$ cat src/rtl/pq_pkg.sv
// ============================================================================
// pq_pkg : shared types for the priority-queue request front end
// Rev 1.0 : initial release
// ============================================================================
`default_nettype none

package pq_pkg;

  typedef enum logic [1:0] {
    OP_NONE    = 2'd0,
    OP_ENQUEUE = 2'd1,
    OP_DEQUEUE = 2'd2,
    OP_REPLACE = 2'd3
  } pq_op_t;

  typedef enum logic [1:0] {
    IDLE   = 2'd0,
    ISSUE  = 2'd1,
    SETTLE = 2'd2
  } pq_seq_state_t;

  // Counter width able to hold the value SETTLE_CYCLES itself.
  function automatic int settle_w(input int cycles);
    return $clog2(cycles + 1);
  endfunction

endpackage

`default_nettype wire

$ cat src/rtl/pq_sync_fifo.sv
// ============================================================================
// pq_sync_fifo : registered show-ahead FIFO with full/empty/count
// Rev 1.0 : initial release
// ============================================================================
`default_nettype none

module pq_sync_fifo #(
  parameter int DATA_WIDTH = 16,
  parameter int DEPTH      = 4
) (
  input  logic                   CLK,
  input  logic                   RSTn,
  input  logic                   i_push,
  input  logic [DATA_WIDTH-1:0]  i_data,
  input  logic                   i_pop,
  output logic [DATA_WIDTH-1:0]  o_data,
  output logic                   o_full,
  output logic                   o_empty,
  output logic [$clog2(DEPTH):0] o_count
);

  localparam int                c_addr_w = $clog2(DEPTH);
  localparam logic [c_addr_w:0] c_depth  = (c_addr_w + 1)'(DEPTH);

  logic [DATA_WIDTH-1:0] r_mem [DEPTH];
  logic [c_addr_w-1:0]   r_wr_ptr;
  logic [c_addr_w-1:0]   r_rd_ptr;
  logic [c_addr_w:0]     r_count;
  logic                  w_do_push;
  logic                  w_do_pop;

  assign o_full    = (r_count == c_depth);
  assign o_empty   = (r_count == '0);
  assign o_count   = r_count;
  assign o_data    = r_mem[r_rd_ptr];
  assign w_do_push = i_push && !o_full;
  assign w_do_pop  = i_pop && !o_empty;

  always_ff @(posedge CLK or negedge RSTn) begin
    if (!RSTn) begin
      r_wr_ptr <= '0;
      r_rd_ptr <= '0;
      r_count  <= '0;
    end else begin
      if (w_do_push) r_wr_ptr <= r_wr_ptr + c_addr_w'(1);
      if (w_do_pop)  r_rd_ptr <= r_rd_ptr + c_addr_w'(1);
      case ({w_do_push, w_do_pop})
        2'b10:   r_count <= r_count + (c_addr_w + 1)'(1);
        2'b01:   r_count <= r_count - (c_addr_w + 1)'(1);
        default: r_count <= r_count;
      endcase
    end
  end

  always_ff @(posedge CLK) begin
    if (w_do_push) r_mem[r_wr_ptr] <= i_data;
  end

endmodule

`default_nettype wire

$ cat src/rtl/pq_request_sequencer.sv
// ============================================================================
// pq_request_sequencer : buffers client requests and issues paced ops to the
//                        register-tree priority queue, fusing enq+deq into REPLACE
// Rev 1.0 : initial release
// ============================================================================
`default_nettype none

module pq_request_sequencer
  import pq_pkg::*;
#(
  parameter int DATA_WIDTH     = 16,
  parameter int ENQ_FIFO_DEPTH = 4,
  parameter int SETTLE_CYCLES  = 5
) (
  input  logic                  CLK,
  input  logic                  RSTn,
  input  logic                  i_enq_valid,
  input  logic [DATA_WIDTH-1:0] i_enq_data,
  output logic                  o_enq_ready,
  input  logic                  i_deq_valid,
  output logic                  o_deq_ready,
  output logic                  o_deq_valid,
  output logic [DATA_WIDTH-1:0] o_deq_data,
  input  logic                  i_deq_ready,
  output logic                  o_pq_wrt,
  output logic                  o_pq_read,
  output logic [DATA_WIDTH-1:0] o_pq_data,
  input  logic                  i_pq_full,
  input  logic                  i_pq_empty,
  input  logic [DATA_WIDTH-1:0] i_pq_data,
  output logic                  o_busy
);

  localparam int                  c_settle_w    = settle_w(SETTLE_CYCLES);
  localparam logic [c_settle_w-1:0] c_settle_load = c_settle_w'(SETTLE_CYCLES);

  pq_seq_state_t                 r_state;
  pq_seq_state_t                 w_next_state;
  pq_op_t                        r_op;
  pq_op_t                        w_sel_op;
  logic [c_settle_w-1:0]         r_settle_cnt;
  logic                          r_deq_pending;
  logic                          r_deq_valid;
  logic [DATA_WIDTH-1:0]         r_deq_data;

  logic [DATA_WIDTH-1:0]         w_fifo_head;
  logic                          w_fifo_full;
  logic                          w_fifo_empty;
  logic [$clog2(ENQ_FIFO_DEPTH):0] w_fifo_count;
  logic                          w_fifo_has_data;
  logic                          w_enq_fire;
  logic                          w_deq_fire;
  logic                          w_fifo_pop;

  pq_sync_fifo #(
    .DATA_WIDTH (DATA_WIDTH),
    .DEPTH      (ENQ_FIFO_DEPTH)
  ) u_enq_fifo (
    .CLK     (CLK),
    .RSTn    (RSTn),
    .i_push  (w_enq_fire),
    .i_data  (i_enq_data),
    .i_pop   (w_fifo_pop),
    .o_data  (w_fifo_head),
    .o_full  (w_fifo_full),
    .o_empty (w_fifo_empty),
    .o_count (w_fifo_count)
  );

  assign w_fifo_has_data = (w_fifo_count != '0);
  assign o_enq_ready     = !w_fifo_full;
  assign o_deq_ready     = !r_deq_pending && !r_deq_valid;
  assign w_enq_fire      = i_enq_valid && o_enq_ready;
  assign w_deq_fire      = i_deq_valid && o_deq_ready;
  assign w_fifo_pop      = o_pq_wrt && !w_fifo_empty;
  assign o_pq_data       = w_fifo_head;
  assign o_deq_valid     = r_deq_valid;
  assign o_deq_data      = r_deq_data;

  // Op choice looks only at registered state, so it is stable across IDLE.
  always_comb begin
    w_sel_op = OP_NONE;
    if (w_fifo_has_data && r_deq_pending && !i_pq_empty)
      w_sel_op = OP_REPLACE;
    else if (w_fifo_has_data && !i_pq_full)
      w_sel_op = OP_ENQUEUE;
    else if (r_deq_pending && !i_pq_empty && !w_fifo_has_data)
      w_sel_op = OP_DEQUEUE;
  end

  always_ff @(posedge CLK or negedge RSTn) begin
    if (!RSTn) r_state <= IDLE;
    else       r_state <= w_next_state;
  end

  always_comb begin
    w_next_state = r_state;
    case (r_state)
      IDLE:    if (w_sel_op != OP_NONE) w_next_state = ISSUE;
      ISSUE:   w_next_state = SETTLE;
      SETTLE:  if (r_settle_cnt <= c_settle_w'(1)) w_next_state = IDLE;
      default: w_next_state = IDLE;
    endcase
  end

  always_comb begin
    o_pq_wrt  = (r_state == ISSUE) && ((r_op == OP_ENQUEUE) || (r_op == OP_REPLACE));
    o_pq_read = (r_state == ISSUE) && ((r_op == OP_DEQUEUE) || (r_op == OP_REPLACE));
    o_busy    = (r_state != IDLE);
  end

  always_ff @(posedge CLK or negedge RSTn) begin
    if (!RSTn) begin
      r_op          <= OP_NONE;
      r_settle_cnt  <= '0;
      r_deq_pending <= 1'b0;
      r_deq_valid   <= 1'b0;
      r_deq_data    <= '0;
    end else begin
      if (r_state == IDLE) r_op <= w_sel_op;

      if (r_state == ISSUE)
        r_settle_cnt <= c_settle_load;
      else if ((r_state == SETTLE) && (r_settle_cnt != '0))
        r_settle_cnt <= r_settle_cnt - c_settle_w'(1);

      if (w_deq_fire)
        r_deq_pending <= 1'b1;
      else if (o_pq_read)
        r_deq_pending <= 1'b0;

      // The old root is still on i_pq_data during the issue cycle.
      if (o_pq_read) begin
        r_deq_valid <= 1'b1;
        r_deq_data  <= i_pq_data;
      end else if (r_deq_valid && i_deq_ready) begin
        r_deq_valid <= 1'b0;
      end
    end
  end

endmodule

`default_nettype wire

$ cat config.mk
export PLATFORM = sky130hd
export DESIGN_NAME = pq_request_sequencer
export DESIGN_NICKNAME = d
export VERILOG_FILES = /design/src/rtl/pq_pkg.sv /design/src/rtl/pq_sync_fifo.sv /design/src/rtl/pq_request_sequencer.sv
export SDC_FILE = /design/constraint.sdc
export NUM_CORES = 1
export LEC_CHECK = 0
export CAP_MARGIN = 20
export CORE_MARGIN = 2
export CORE_UTILIZATION = 30
export CTS_CLUSTER_SIZE = 28
export DETAILED_ROUTE_END_ITERATION = 10
export SETUP_SLACK_MARGIN = 0.15
export SLEW_MARGIN = 20
export SYNTH_ARGS = -nofsm -noshare
export SYNTH_HDL_FRONTEND = slang
export SYNTH_SLANG_ARGS = --single-unit
$ cat constraint.sdc
create_clock -name CLK -period 4.3 [get_ports CLK]
set_clock_uncertainty 0.15 [all_clocks]
set_input_delay 0.43 -clock CLK [delete_from_list [all_inputs] [get_ports CLK]]
set_output_delay 0.43 -clock CLK [all_outputs]
set_load 0.01 [all_outputs]
==> flow_summary.toml, run 1 <==
[floorplanning]
die_h_microns = 117
core_area_sq_um = 12500
dieWidth_microns = 117
io_pins = 77
rows = 41
dieArea_sq_um = 13700
start_util_pct = 30.6

[drt]
post-route-drc-count = 0
ant_nets = 0
totalWireLength_microns = 7090
wl_per_cell_microns = 15.3
drtPass1Iterations = 4
routed_via_density = 4.36
vias = 2021
drt_iter0_drc = 94

[logic_synthesis]
synth-main-ff-cell = "edfxtp_1"
synth_nets = 253
synth_edf_count = 64
syn_area_per_cell_sq_um = 18.7
synth_area_sq_um = 3830
yosys_warnings = 0
synth-compound-area-share_pct = 2.74
synth_mux_area_share_pct = 14.8
async_flop_share_pct = 33.3
synth-simple-area-share_pct = 4.64
synth_top_family_by_area = "multiplexers"
synth_seq_area_share_pct = 71.1
ys_types = 40
synth_xor_area_share_pct = 1.37
synth_fa_ha_area_share_pct = 3.14
ys_ff_latch = 96
netlist_instances = 205

[outcome]
status = "complete, no violations"

[pwr]
swShare_pct = 30.1
leakagePower_uw = 0.00186
power_density_nw_per_um2 = 679
ir_drop_uv = 439
intPower_uw = 2400
power_uw = 3440
clockPowerShare_pct = 22.3
pwr-share-seq_pct = 41.9
power_switching_uw = 1030
p_comb_share_pct = 35.8

[sta]
hold_viol = 0
rsz0062_at_grt = "no"
min_period_ns = 2.74
worstMarginPinSlew_ns = 0.796
slew_headroom_pct = 46.9
fmax_ghz = 0.365
setup_viol = 0
final_max_slew_viol_count = 0
fin_ws_ns = 1.56
finalHoldWorstSlack_ns = 0.334
fin_crit_sh_pct = 63.6
tns_ns = 0

[flow_run]
cap_violations = 0

[cts]
hold_buffers = 0
cts_tree = "done"
cts_root_buf = "clkbuf_16"
clk-insertion-delay-late_ns = 0.34
clk_path_buf_depth = 2
postCtsSetupBuffers = 0
ctsResizeCount = 0
clkSinkCount = 96
cts_htree_levels = 3
clk_pin_slew_worst_paths_ns = 0.07
cts_made_buffers = 9

[global_route]
grt_max_degree = 33
grt_pass1_vias = 2098
gr-total-overflow = 0
grt_usage_pct = 11.1
grt_pass1_wl_microns = 11100
antenna_found_initial = 0

[placed_design]
port_buffers = 76
pre_cts_ws_ns = 1.89
gp_congestion = 0.677
dp_hpwl_microns = 4750

[finish]
syn_to_final_growth_pct = 32.1
final_core_util_pct = 40.4
fillCellCount = 1181
diodes = 0
nets = 335
drive_gt1_share_pct = 20.9

[critical_path]
cp-startpoint = "u_enq_fifo.r_rd_ptr[0]$_DFFE_PN0P_"
critPathKind = "flip-flop to output pin"
rr_startpoint = "u_enq_fifo.o_count[0]$_DFFE_PN0P_"
worst_ep_arrival_time_ns = 2.16
crit_fanout = 15
cp.required_ns = 3.72
cp-end-kind = "output pin"
rrSetupSlack_ns = 1.94
worstSetupStartpointType = "flip-flop"

[hold_path]
hold_class = "primary input to asynchronous set/reset pin"
## synthesized netlist by cell type, types with 2 or more instances
cell	number	area share, %
dfrtp_1	32	21
ha_1	8	2.6
buf_2	3	0.39
xor2_1	4	0.91
nand2_1	3	0.29
buf_4	2	0.39
mux4_2	16	9.4
and3_2	4	0.78
nand2b_1	3	0.49
a22o_1	2	0.46
nor2_1	5	0.49
inv_1	11	1.1
xnor2_1	2	0.46
mux2_2	16	4.7
edfxtp_1	64	50
a21o_1	2	0.39
o21ai_0	5	0.65
## through the flow
| stage | cell area (sq um) | std cells |
|---|---|---|
| floorplan | 3830 | 205 |
| global placement | 4780 | 448 |
| detailed placement | 4780 | 448 |
| CTS | 5060 | 464 |
| global route | 5060 | 464 |
| finish | 5060 | 464 |
## sequential cells by signal, indices dropped and copies added, names as in the netlist
| name | count |
|---|---|
| u_enq_fifo.r_mem | 64 |
| o_deq_data | 16 |
| r_deq_pending | 1 |
| u_enq_fifo.r_wr_ptr | 2 |
| u_enq_fifo.r_rd_ptr | 2 |
| r_state | 2 |
| r_settle_cnt | 3 |
| r_op | 2 |
| u_enq_fifo.o_count | 3 |
| o_deq_valid | 1 |
## placed cells by master (no fill, tap or decap), types with 3 or more instances in the layout
master	instances
mux4_2	16
nand2_1	3
inv_6	3
ha_1	8
xor2_1	4
clkbuf_16	9
and3_2	4
nor2_1	5
nand2b_1	3
o21ai_0	5
edfxtp_1	64
dfrtp_1	32
mux2_2	16
inv_1	11
clkinvlp_4	3
clkdlybuf4s50_1	76
## critical path, stage by stage, from the launching register on
cell and delay, ns:
dfrtp_1 0.42, buf_4 0.33, mux4_2 0.56, clkdlybuf4s50_1 0.49
## layout make-up
type	instances	area (sq um)	area share, %
sequential	96	2720	53.8
multi-input combinational	91	1020	20.2
timing repair buffer	78	776	15.3
clock buffer	9	225	4.45
tap	172	215	4.25
clock inverter	7	60.1	1.19
inverter	11	41.3	0.816
## cell families after synthesis
logic type / after synthesis
simple gates: 27
flops: 96
mux: 34
buf+inv: 18
fa+ha+maj: 9
xor+xnor: 6
compound gates: 15
## power by group through the flow
stage	clock network [uW]	registers [uW]	logic, uW
global placement	0	1450	1250
finish	768	1440	1230
global route	838	1470	1350
floorplan	0	1420	723
detailed placement	0	1460	1250
CTS	797	1450	1260
## path summary, 6_finish.rpt
kind                                                 endpoint  cells after the start
max                                             o_pq_data[11]                      3
min                                o_deq_data[15]$_DFFE_PN0P_                      2
max reg2reg                 u_enq_fifo.o_count[2]$_DFFE_PN0P_                      9
min reg2reg                 u_enq_fifo.o_count[2]$_DFFE_PN0P_                      1
max in group asynchronous  u_enq_fifo.r_wr_ptr[1]$_DFFE_PN0P_                      2
min in group CLK            u_enq_fifo.o_count[2]$_DFFE_PN0P_                      1
## per-layer routing
layer  track usage [%]  routed length, microns
met1              12.4                    2970
met5                 0                       0
met2              18.2                    3390
met4              4.00                     109
met3              5.66                     616
(Power assumes the default switching activity.)
==> run 2: changes to the inputs <==
==> constraint.sdc (replaced) <==
create_clock -name CLK -period 2.5 [get_ports CLK]
set_clock_uncertainty 0.15 [all_clocks]
set_input_delay 0.25 -clock CLK [delete_from_list [all_inputs] [get_ports CLK]]
set_output_delay 0.25 -clock CLK [all_outputs]
set_load 0.01 [all_outputs]
==> flow_summary.toml, run 2 (synthesis results as in run 1) <==
[sta]
min_period_ns = 2.34
rsz0062_at_grt = "yes"
fin_crit_sh_pct = 93.8
final_max_slew_viol_count = 0
tns_ns = 0
worstMarginPinSlew_ns = 0.454
fin_ws_ns = 0.155
hold_viol = 0
slew_headroom_pct = 69.7
setup_viol = 0
fmax_ghz = 0.426

[floorplanning]
start_util_pct = 30.6
rows = 41
core_area_sq_um = 12500
io_pins = 77
dieWidth_microns = 117
dieArea_sq_um = 13700
die_h_microns = 117

[critical_path]
crit_fanout = 8
r2r-end = "u_enq_fifo.o_count[2]$_DFFE_PN0P_"
cp.required_ns = 2.10
worstSetupStartpointType = "flip-flop"
reg2regPathDepth = 9
cp-end-kind = "output pin"
rrSetupSlack_ns = 0.30
worst_ep_arrival_time_ns = 1.94
critPathKind = "flip-flop to output pin"
rr_startpoint = "u_enq_fifo.o_count[0]$_DFFE_PN0P_"

[cts]
cts_htree_levels = 3
clk_pin_slew_worst_paths_ns = 0.06
cts_root_buf = "clkbuf_16"
cts_tree = "done"
cts_made_buffers = 9
clk_path_buf_depth = 2
clk-insertion-delay-late_ns = 0.34
clkSinkCount = 96

[pwr]
clockPowerShare_pct = 22.1
power_density_nw_per_um2 = 1160
pwr-share-seq_pct = 40.0
p_comb_share_pct = 38.0
power_switching_uw = 1750
leakagePower_uw = 0.00206
swShare_pct = 29.0
intPower_uw = 4300
ir_drop_uv = 439

[global_route]
grt_max_degree = 33
gr-total-overflow = 0
grt_pass1_vias = 2190
grt_pass1_wl_microns = 11100
antenna_found_initial = 0
grt_usage_pct = 11.1

[drt]
ant_nets = 0
wl_per_cell_microns = 14.8
totalWireLength_microns = 6960
drtPass1Iterations = 4
post-route-drc-count = 0
routed_via_density = 4.34
drt_iter0_drc = 105
vias = 2046

[finish]
diodes = 0
final_core_util_pct = 41.6
drive_gt1_share_pct = 23.7
regArea_sq_um = 2730
nets = 343
largest_reg_flops = 64
final_cell_mix = "edfxtp_1 (64), clkdlybuf4s50_1 (60), dfrtp_1 (29)"
fillCellCount = 1169
final_common_cell = "edfxtp_1"
syn_to_final_growth_pct = 36.0
top_register = "u_enq_fifo.r_mem"
multi_input_area_sq_um = 1030

[placed_design]
port_buffers = 76
gp_congestion = 0.670
pre_cts_ws_ns = 0.215
dp_hpwl_microns = 4490

[outcome]
status = "complete, no violations"

[hold_path]
hold_class = "primary input to asynchronous set/reset pin"

[flow_run]
cap_violations = 0
[run 2: changes by cell type in the layout (fill, tap and decap cells not counted), moves of 2 or more]
cell,delta
inv_6,-3
clkinv_1,+2
clkdlybuf4s50_1,-16
dfrtp_1,-3
buf_4,+6
dlymetal6s2s_1,+16
dfrtp_2,+3
[run 2: what timing repair did]
action                     in CTS  in global routing
pin swaps                       0                  4
gates resized for setup         0                 22
setup endpoints to repair      16                 18
gates cloned                    0                  1
hold buffers                    0                  0
buffers inserted                0                  5
[run 2: critical path: stages, from the launching register on]
cell and delay [ns]:
dfrtp_2 0.43, buf_12 0.16, mux4_2 0.51, clkdlybuf4s50_1 0.50
[run 2: worst max path at each step]
stage,start,endpoint,slack [ns],depth (start not counted)
detailed placement,u_enq_fifo.o_count[1]$_DFFE_PN0P_,u_enq_fifo.o_count[2]$_DFFE_PN0P_,0.22,9
global placement,u_enq_fifo.o_count[0]$_DFFE_PN0P_,u_enq_fifo.o_count[2]$_DFFE_PN0P_,0.25,9
global route,u_enq_fifo.r_rd_ptr[0]$_DFFE_PN0P_,o_pq_data[4],0.08,3
CTS,u_enq_fifo.r_rd_ptr[0]$_DFFE_PN0P_,o_pq_data[4],0.07,3
floorplan,u_enq_fifo.o_count[0]$_DFFE_PN0P_,u_enq_fifo.o_count[2]$_DFFE_PN0P_,0.28,9
finish,u_enq_fifo.r_rd_ptr[0]$_DFFE_PN0P_,o_pq_data[4],0.16,3
[run 2: area by class of cell]
type	count	area share (%)
Clock buffer	9	4.32
Clock inverter	6	1.18
Inverter	11	0.793
Multi-Input combinational cell	91	19.9
Sequential cell	96	52.3
Tap cell	172	4.13
Timing Repair Buffer	86	17.4
[run 2: power by group through the flow]
stage	combinational [uW]	clock [uW]	sequential, uW
after floorplan	1240	0	2440
after global placement	2250	0	2420
after detailed placement	2270	0	2450
after CTS	2280	1380	2420
after global routing	2520	1430	2480
final	2300	1340	2420
[run 2: routing by layer]
layer,up-vias,share of wire (%),GRT usage [%]
li1,958,-,-
met1,1007,43,11.9
met2,71,47,18.5
met3,10,8.9,6.02
met4,0,1.4,4.00
met5,-,0,0
[run 2: stage by stage]
stage | instance area, sq um | total power (uW) | std cells | hold WS [ns]
global route | 5210 | 6430 | 471 | 0.199
detailed placement | 4800 | 4710 | 450 | 0.331
finish | 5210 | 6050 | 471 | 0.154
floorplan | 3830 | 3690 | 205 | -0.196
global placement | 4800 | 4670 | 450 | 0.326
CTS | 5090 | 6070 | 465 | 0.171
